File: src/rtl/l1_cache_if.sv
// Bundles the core-side word port and the memory-side line port of l1_cache.
// Handshake: a core request (mem_read/mem_write) is held until the cycle with
// mem_resp=1; a memory request (pmem_read/pmem_write) is held, with stable
// address and data, until the cycle with the one-cycle pmem_resp pulse.
interface l1_cache_if;
  logic         mem_read;
  logic         mem_write;
  logic [3:0]   mem_byte_enable;
  logic [31:0]  mem_address;
  logic [31:0]  mem_wdata;
  logic [31:0]  mem_rdata;
  logic         mem_resp;
  logic         hit;
  logic         pmem_read;
  logic         pmem_write;
  logic [31:0]  pmem_address;
  logic [255:0] pmem_wdata;
  logic [255:0] pmem_rdata;
  logic         pmem_resp;

  // master: the core plus the L2/memory side; slave: the cache itself
  modport master (
    output mem_read, mem_write, mem_byte_enable, mem_address, mem_wdata,
    output pmem_rdata, pmem_resp,
    input  mem_rdata, mem_resp, hit,
    input  pmem_read, pmem_write, pmem_address, pmem_wdata
  );

  modport slave (
    input  mem_read, mem_write, mem_byte_enable, mem_address, mem_wdata,
    input  pmem_rdata, pmem_resp,
    output mem_rdata, mem_resp, hit,
    output pmem_read, pmem_write, pmem_address, pmem_wdata
  );
endinterface

File: src/rtl/l1_cache.sv
// Direct-mapped write-back/write-allocate L1 cache, 32-bit words, 256-bit lines.
// Define L1_CACHE_WRITE_EN for the data-port build; without it the cache is read-only.
module l1_cache #(
  parameter int SETS = 8
) (
  input  logic       clk,
  input  logic       reset_n,
  l1_cache_if.slave  bus,
  output logic [1:0] dbg_state
);
  localparam int IDXW = $clog2(SETS);
  localparam int TAGW = 27 - IDXW;

  typedef enum logic [1:0] {
    S_IDLE      = 2'd0,
    S_WRITEBACK = 2'd1,
    S_FILL      = 2'd2
  } state_e;

  state_e            state_q, state_d;
  logic              missed_q, missed_d;
  logic [SETS-1:0]   valid_q, valid_d;
  logic [SETS-1:0]   dirty_q, dirty_d;
  logic [TAGW-1:0]   tag_q  [SETS];
  logic [TAGW-1:0]   tag_d  [SETS];
  logic [255:0]      data_q [SETS];
  logic [255:0]      data_d [SETS];
  logic [31:0]       req_addr_q, req_addr_d;

  logic [IDXW-1:0]   cur_idx, miss_idx;
  logic [TAGW-1:0]   cur_tag, miss_tag;
  logic [2:0]        cur_word;
  logic              req, is_write, tag_hit;

  logic              mem_resp, hit, pmem_read, pmem_write;
  logic [31:0]       mem_rdata, pmem_address;
  logic [255:0]      pmem_wdata;

  assign cur_idx  = bus.mem_address[4+IDXW:5];
  assign cur_tag  = bus.mem_address[31:5+IDXW];
  assign cur_word = bus.mem_address[4:2];
  // The miss is serviced from the address captured at miss time, so the
  // memory-side strobes stay stable even if the core drops its request.
  assign miss_idx = req_addr_q[4+IDXW:5];
  assign miss_tag = req_addr_q[31:5+IDXW];

  assign req      = bus.mem_read | bus.mem_write;
  assign is_write = bus.mem_write;
  assign tag_hit  = valid_q[cur_idx] && (tag_q[cur_idx] == cur_tag);

`ifdef L1_CACHE_WRITE_EN
  logic [255:0] merged;
  logic         unused_bits;
  assign unused_bits = ^bus.mem_address[1:0];
`else
  logic         unused_bits;
  assign unused_bits = ^{bus.mem_address[1:0], bus.mem_wdata, bus.mem_byte_enable};
`endif

  always_comb begin
    state_d      = state_q;
    missed_d     = missed_q;
    valid_d      = valid_q;
    dirty_d      = dirty_q;
    tag_d        = tag_q;
    data_d       = data_q;
    req_addr_d   = req_addr_q;
    mem_resp     = 1'b0;
    hit          = 1'b0;
    mem_rdata    = '0;
    pmem_read    = 1'b0;
    pmem_write   = 1'b0;
    pmem_address = '0;
    pmem_wdata   = '0;
`ifdef L1_CACHE_WRITE_EN
    merged       = data_q[cur_idx];
`endif

    case (state_q)
      S_IDLE: begin
        missed_d = 1'b0;
        if (req) begin
`ifdef L1_CACHE_WRITE_EN
          if (tag_hit) begin
`else
          if (tag_hit || is_write) begin
`endif
            mem_resp  = 1'b1;
            hit       = ~missed_q;
            mem_rdata = tag_hit ? data_q[cur_idx][{cur_word, 5'b00000} +: 32] : '0;
`ifdef L1_CACHE_WRITE_EN
            if (is_write) begin
              for (int b = 0; b < 4; b++) begin
                if (bus.mem_byte_enable[b]) begin
                  merged[{cur_word, b[1:0], 3'b000} +: 8] = bus.mem_wdata[b*8 +: 8];
                end
              end
              data_d[cur_idx]  = merged;
              dirty_d[cur_idx] = 1'b1;
            end
`endif
          end else begin
            missed_d   = 1'b1;
            req_addr_d = bus.mem_address;
`ifdef L1_CACHE_WRITE_EN
            state_d = (valid_q[cur_idx] && dirty_q[cur_idx]) ? S_WRITEBACK : S_FILL;
`else
            state_d = S_FILL;
`endif
          end
        end
      end

`ifdef L1_CACHE_WRITE_EN
      S_WRITEBACK: begin
        pmem_write   = 1'b1;
        pmem_address = {tag_q[miss_idx], miss_idx, 5'b00000};
        pmem_wdata   = data_q[miss_idx];
        missed_d     = missed_q & req;
        if (bus.pmem_resp) begin
          state_d = S_FILL;
        end
      end
`endif

      S_FILL: begin
        pmem_read    = 1'b1;
        pmem_address = {miss_tag, miss_idx, 5'b00000};
        missed_d     = missed_q & req;
        if (bus.pmem_resp) begin
          data_d[miss_idx]  = bus.pmem_rdata;
          tag_d[miss_idx]   = miss_tag;
          valid_d[miss_idx] = 1'b1;
          dirty_d[miss_idx] = 1'b0;
          state_d           = S_IDLE;
        end
      end

      default: begin
        state_d = S_IDLE;
      end
    endcase
  end

  always_ff @(posedge clk) begin
    if (!reset_n) begin
      state_q  <= S_IDLE;
      missed_q <= 1'b0;
      valid_q  <= '0;
      dirty_q  <= '0;
    end else begin
      state_q  <= state_d;
      missed_q <= missed_d;
      valid_q  <= valid_d;
      dirty_q  <= dirty_d;
    end
  end

  // Tag/data storage and the captured miss address are qualified by valid_q
  // and the FSM, so they need no reset.
  always_ff @(posedge clk) begin
    tag_q      <= tag_d;
    data_q     <= data_d;
    req_addr_q <= req_addr_d;
  end

  assign bus.mem_resp     = mem_resp;
  assign bus.hit          = hit;
  assign bus.mem_rdata    = mem_rdata;
  assign bus.pmem_read    = pmem_read;
  assign bus.pmem_address = pmem_address;
  assign bus.pmem_wdata   = pmem_wdata;
`ifdef L1_CACHE_WRITE_EN
  assign bus.pmem_write   = pmem_write;
`else
  assign bus.pmem_write   = 1'b0;
`endif
  assign dbg_state        = state_q;
endmodule

File: src/flat_wrapper.sv
// flat-port wrapper written by rule: the top's interface ports become plain ports
module l1_cache_flat 
#(
  parameter int SETS = 8
)
  (clk, reset_n, dbg_state, bus_mem_read, bus_mem_write, bus_mem_byte_enable, bus_mem_address, bus_mem_wdata, bus_pmem_rdata, bus_pmem_resp, bus_mem_rdata, bus_mem_resp, bus_hit, bus_pmem_read, bus_pmem_write, bus_pmem_address, bus_pmem_wdata);
  l1_cache_if bus_i ();
  input  logic clk;
  input  logic reset_n;
  output logic [1:0] dbg_state;
  input wire logic [$bits(bus_i.mem_read)-1:0] bus_mem_read;
  input wire logic [$bits(bus_i.mem_write)-1:0] bus_mem_write;
  input wire logic [$bits(bus_i.mem_byte_enable)-1:0] bus_mem_byte_enable;
  input wire logic [$bits(bus_i.mem_address)-1:0] bus_mem_address;
  input wire logic [$bits(bus_i.mem_wdata)-1:0] bus_mem_wdata;
  input wire logic [$bits(bus_i.pmem_rdata)-1:0] bus_pmem_rdata;
  input wire logic [$bits(bus_i.pmem_resp)-1:0] bus_pmem_resp;
  output wire logic [$bits(bus_i.mem_rdata)-1:0] bus_mem_rdata;
  output wire logic [$bits(bus_i.mem_resp)-1:0] bus_mem_resp;
  output wire logic [$bits(bus_i.hit)-1:0] bus_hit;
  output wire logic [$bits(bus_i.pmem_read)-1:0] bus_pmem_read;
  output wire logic [$bits(bus_i.pmem_write)-1:0] bus_pmem_write;
  output wire logic [$bits(bus_i.pmem_address)-1:0] bus_pmem_address;
  output wire logic [$bits(bus_i.pmem_wdata)-1:0] bus_pmem_wdata;
  assign bus_i.mem_read = bus_mem_read;
  assign bus_i.mem_write = bus_mem_write;
  assign bus_i.mem_byte_enable = bus_mem_byte_enable;
  assign bus_i.mem_address = bus_mem_address;
  assign bus_i.mem_wdata = bus_mem_wdata;
  assign bus_i.pmem_rdata = bus_pmem_rdata;
  assign bus_i.pmem_resp = bus_pmem_resp;
  assign bus_mem_rdata = bus_i.mem_rdata;
  assign bus_mem_resp = bus_i.mem_resp;
  assign bus_hit = bus_i.hit;
  assign bus_pmem_read = bus_i.pmem_read;
  assign bus_pmem_write = bus_i.pmem_write;
  assign bus_pmem_address = bus_i.pmem_address;
  assign bus_pmem_wdata = bus_i.pmem_wdata;
  l1_cache #(.SETS(SETS)) u_core (.clk(clk), .reset_n(reset_n), .bus(bus_i), .dbg_state(dbg_state));
endmodule
File: config.mk
export PLATFORM = sky130hd
export DESIGN_NAME = l1_cache_flat
export DESIGN_NICKNAME = d
export VERILOG_FILES = /design/src/rtl/l1_cache_if.sv /design/src/rtl/l1_cache.sv /design/src/flat_wrapper.sv
export SDC_FILE = /design/constraint.sdc
export NUM_CORES = 2
export LEC_CHECK = 0
export ABC_AREA = 1
export BUFFER_PORTS_ARGS = -buffer_cell sky130_fd_sc_hd__buf_2
export CAP_MARGIN = 20
export CORE_ASPECT_RATIO = 1.75
export CORE_MARGIN = 2
export CORE_UTILIZATION = 40
export DETAILED_ROUTE_END_ITERATION = 10
export GPL_TIMING_DRIVEN = 1
export PLACE_DENSITY_LB_ADDON = 0.2
export SETUP_SLACK_MARGIN = 0.4
export SLEW_MARGIN = 25
export SYNTH_ARGS = -nofsm -noshare
export SYNTH_HDL_FRONTEND = slang
export SYNTH_SLANG_ARGS = --single-unit
File: constraint.sdc
create_clock -name clk -period 14.55 [get_ports clk]
set_clock_uncertainty 0.1 [all_clocks]
set_input_delay 2.91 -clock clk [delete_from_list [all_inputs] [get_ports clk]]
set_output_delay 2.91 -clock clk [all_outputs]
set_load 0.02 [all_outputs]
* Word-level counts from Yosys, hierarchy flattened
Cells that the tools add are included.
** Storage, ports and cells
- Register bits :: 2283
- Input bits :: 329
- Output and inout port bits :: 326
- Logic and storage cells :: 83
** Cells by class
- Order comparisons :: 6
- Equality and inequality tests :: 5
- Shifts and indexed selects :: 1
- Muxes and demuxes :: 35
- Bitwise operators :: 7
- Reductions and logical operators :: 9
** Operator list (count)
- $bwmux W2048 :: 1
- $bmux W256 S3 :: 1
- $demux W256 S3 :: 1
- $mux W256 :: 3
- $shiftx A256 B9 Y32 :: 1
- $bwmux W192 :: 1
- $mux W32 :: 5
- $bmux W24 S3 :: 1
- $demux W24 S3 :: 1
- $mux W24 :: 3
- $eq A24 B24 Y1 :: 1
- $mux W1 :: 11
- $ge A4 B4 Y1 const B :: 2
- $lt A3 B4 Y1 const B :: 2
- $not A3 Y4 :: 2
- $or A8 B8 Y8 :: 1
- $mux W2 :: 3
- $reduce_and A3 Y1 :: 2
- $lt A4 B1 Y1 const B :: 1
- $ne A2 B2 Y1 const B :: 2
- $pmux W2 S2 :: 1
- $bmux W1 S3 :: 1
- $demux W1 S3 :: 1
- $ge A3 B1 Y1 const B :: 1
- other kinds (11) :: 14

* Longest topological paths before layout
- Depth in word-level cells :: 10
- Gate-level depth with buffers :: 18
- Depth with buffers taken out :: 15

* Worst setup path before layout
OpenSTA, ideal clock, no wires.
- Path kind :: input -> register
- Start :: input port bus_pmem_resp
- End :: register u_core.data_q[1000] (netlist name), enable pin
- Setup time :: 0.928 ns
- Arrival :: 14.761 ns
- Required time :: 13.522 ns
- Setup slack :: -1.239 ns
- Stages :: 4
- Buffers on the path :: 0
- Cells stage by stage :: nand2_1 nor2_1 inv_1 nor2_1
** Between the ends
- Word-level cells in the longest chain between the ends :: 1
** Ends and longest elaborated chain
- start: declaration :: RTL line flat_wrapper.sv:17 : input wire logic [$bits(bus_i.pmem_resp)-1:0] bus_pmem_resp;
- $reduce_and A2 Y1 (no source line)
- end signal: assignment :: RTL line l1_cache.sv:163 : data_q <= data_d;
- end: declaration :: RTL line l1_cache.sv:26 : logic [255:0] data_q [SETS];
No other way between the ends.
A chain may end at the register's enable or synchronous reset.

* Final worst setup path
- Start :: input port bus_mem_address[6]
- End :: output port bus_mem_rdata[8]
** Between the ends
- Word-level cells in the longest chain between the ends :: 10
- Elaborated cells between the ends (all ways) :: 17
- Those cells by class :: eq/ne (1); shift (1); mux (12); bitwise (1); reduce/logical (2)
** Ends and longest elaborated chain
- start: declaration :: RTL line flat_wrapper.sv:14 : input wire logic [$bits(bus_i.mem_address)-1:0] bus_mem_address;
- parallel branches: the longest is 7 deep, another holds $bmux W256 S3
- $mux W32 (*) :: RTL line l1_cache.sv:86 : if (tag_hit || is_write) begin
- $mux W32 (*) :: RTL line l1_cache.sv:82 : if (req) begin
- $mux W32 (*) :: RTL line l1_cache.sv:79 : case (state_q)
- end: declaration :: RTL line flat_wrapper.sv:18 : output wire logic [$bits(bus_i.mem_rdata)-1:0] bus_mem_rdata;
Mark *: on every way between the ends. The select of a mux whose other input is x is not followed.

==> out/qor.csv <==
metric,value,unit
Setup-failing EPs final,0,
area grow syn2layout,11.1,%
I/O Buffers,353,
Post-Synthesis Cells,7489,
first-pass GRT wire length,389000,um
Ports,655,
filler instances,21000,
Yosys cell types,30,
Setup CP Type,in -> out,
period utilization,71.1,%
CTS tree,yes,
reg2reg setup slack,10.52,ns
slowest CP cell,buf_4,
synth warn,0,
clk root buf,clkbuf_16,
Slew Limit Fails,0,
outcome,completed,
overall power,13.6,mW
routability-driven placement congestion ratio,0.799,
initial core utilization,40.1,%
Top Metal Used,met5,
TritonCTS Buffers,215,
initial antenna violation count,136,
Worst Hold Path EP,u_core.valid_q[2]$_SDFFE_PN0P_,
crit-path cells,buf_8 > buf_4 > buf_4 > nor2_1 > o21ai_0 > nand3_1 > nand3b_1 > nand2_1 > nor3_1 > nand3_1 > or2_1 > buf_4 > nor2_1 > buf_2,
M1 WL,107000,um
cts hold-fix bufs,0,
Hold/Removal Path Class,reg -> reg,
CP dominant cell by count,buf_4,
"Buf+Inv Stages, Crit Path",5,
Post-Syn Area,93000,um2
CP top delay family,buffers and inverters,
remaining antenna violation count,0,
r2r endpoint,u_core.data_q[1504]$_DFFE_PP_,
CTS H-Tree Depth,4,
Mean Syn Cell Area,12.4,um2
WL met2,132000,um
fraction of layout cells with a size suffix above 1,9.78,%
Area after DPL,96500,um2
Die W,368,um
"commonest non-fill, non-tap cells in the layout","2,267 x edfxtp_1, 2,027 x nand2_1, 1,011 x nand3_1",
fin nets,8002,
HP Start,u_core.valid_q[2]$_SDFFE_PN0P_,
Max IR drop VDD,0.106,mV
crit-path max cell delay,0.86,ns
vias in the first global route,56800,
Hold Path Depth,2,
Leak,36.4,nW
Vias,59800,
maximum number of pins on one net before global-route repair,200,
"Seq/Total Area, Yosys",73.4,%
CP Launch Type,primary input,
endpoint class of the critical path,output port,
DP Worst Slack,4.19,ns
Die Y,642,um
"most common cell after layout, fill and taps aside",edfxtp_1,
DRC Markers,0,
final std cells w/o fill,10900,
die area,236000,um2
total track usage,22.2,%
initial drt markers,5197,
via/cell ratio,5.47,
Overflow after GRT,0,
Critical Path Fanout Max,70,
CTS resizes,0,
Avg WL per Cell,24.8,um
# placed instances,10500,
final instance area,103000,um2
Synth Register Bits,2277,
Worst Tran Pin Value,1.07,ns
Slew headroom,28.7,%
R2R cell count,8,
CP arrival,7.34,ns
Clock Sinks,2277,
RSZ-0062 raised after global routing,no,
clock-pin slew on the worst setup and hold paths,0.07,ns
HPWL after DPL,151000,um
max cap viols,0,
row count,234,
DR WL met3,20600,um
Multi-input gate area,21000,um2
DRT Pass-1 Iters,6,
total setup buffers inserted after CTS,0,
Worst Path Required,11.54,ns
core area,232000,um2
pwr dens,132,nW/um2
final worst slack,4.20,ns
post-route minimum period,10.35,ns
final wirelength,271000,um
r2r startpoint,u_core.dbg_state[1]$_SDFFE_PN0P_,
clk buf depth,4,
Final Hold Viols,0,
sequential standard cell area,68300,um2
fmax,96.6,MHz
clock latency on the worst-skew pair,0.84,ns
-- sequential cells by signal, indices dropped and copies added, names as in the netlist --
register and cells:
u_core.data_q 2048, u_core.dbg_state 1, u_core.missed_q 1, u_core.req_addr_q 27, u_core.tag_q 192, u_core.valid_q 8
-- worst min-delay path, delay by kind of cell, from the launching register on --
| family | cells | cell delay [ns] |
|---|---|---|
| and+or+nand+nor | 2 | 0.12 |
| DFF | 1 | 0.33 |
-- worst max path at each step --
stage	depth (start not counted)	endpoint	slack (ns)	start
floorplan	4	u_core.data_q[1280]$_DFFE_PP_	-1.22	bus_pmem_resp
global placement	16	bus_mem_rdata[8]	4.15	bus_mem_address[6]
detailed placement	16	bus_mem_rdata[8]	4.19	bus_mem_address[6]
CTS	16	bus_mem_rdata[8]	4.18	bus_mem_address[6]
global route	14	bus_mem_rdata[8]	3.97	bus_mem_address[6]
finish	14	bus_mem_rdata[8]	4.20	bus_mem_address[6]
-- stage by stage --
step	utilization (%)	hold WS (ns)	TNS, ns
after detailed placement	41.7	0.359	0
after global placement	41.7	0.350	0
after CTS	44.6	0.374	0
after global routing	44.6	0.408	0
final	44.6	0.374	0
after floorplan	-	0.340	-2278.65
-- kinds of logic (layout without fill, tap and decap cells) --
group | count (synthesis) | count (layout) | synth area share [%]
buffers and inverters | 878 | 960 | 5.06
AND/OR/NAND/NOR | 3256 | 3256 | 14.6
AO/OA/AOI/OAI | 1077 | 1077 | 6.91
other | 1 | 292 | 0.00403
flip-flops | 2277 | 2277 | 73.4
-- synth_stat cells --
master       n  area share (%)
a21oi_1    515             2.8
a221o_1      7           0.075
a221oi_1   124             1.2
a22o_1      93            0.88
a32o_1      33            0.36
and2_0       1          0.0067
buf_1       48            0.19
buf_2      227             1.2
buf_4      275             2.2
buf_6       12            0.15
clkbuf_1   194            0.78
clkinv_1     1          0.0040
conb_1       1          0.0040
dfxtp_1     10            0.22
edfxtp_1  2267              73
inv_1      117            0.47
inv_2        3           0.012
inv_4        1          0.0067
nand2_1   2027             8.2
nand3_1   1011             5.4
nand3b_1    12           0.097
nand4_1      4           0.027
nor2_1     196            0.79
nor3_1       3           0.016
o211ai_1     2           0.016
o21ai_0    285             1.5
o21ai_1     14           0.075
o221ai_1     4           0.038
or2_1        1          0.0067
or2_2        1          0.0067
-- where the power goes --
part	internal (mW)	switching [mW]
logic	0.220	0.693
registers	7.26	0.0195
clock network	3.05	2.39
-- routing by layer --
metal,global-route usage [%],vias to the layer above
li1,-,26900
met1,28.3,29900
met2,36.8,2358
met3,4.93,566
met4,8.39,96
met5,0,-
-- cell type report --
type	count	area share [%]
inverters	122	0.479
clock buffers	251	5.39
well taps	3068	3.72
diodes	29	0.0703
clock inverters	126	1.05
repair buffers	461	2.81
multi-input cells	4596	20.4
flip-flops and latches	2277	66.1
Note: power is estimated with default switching activity, not from simulation.
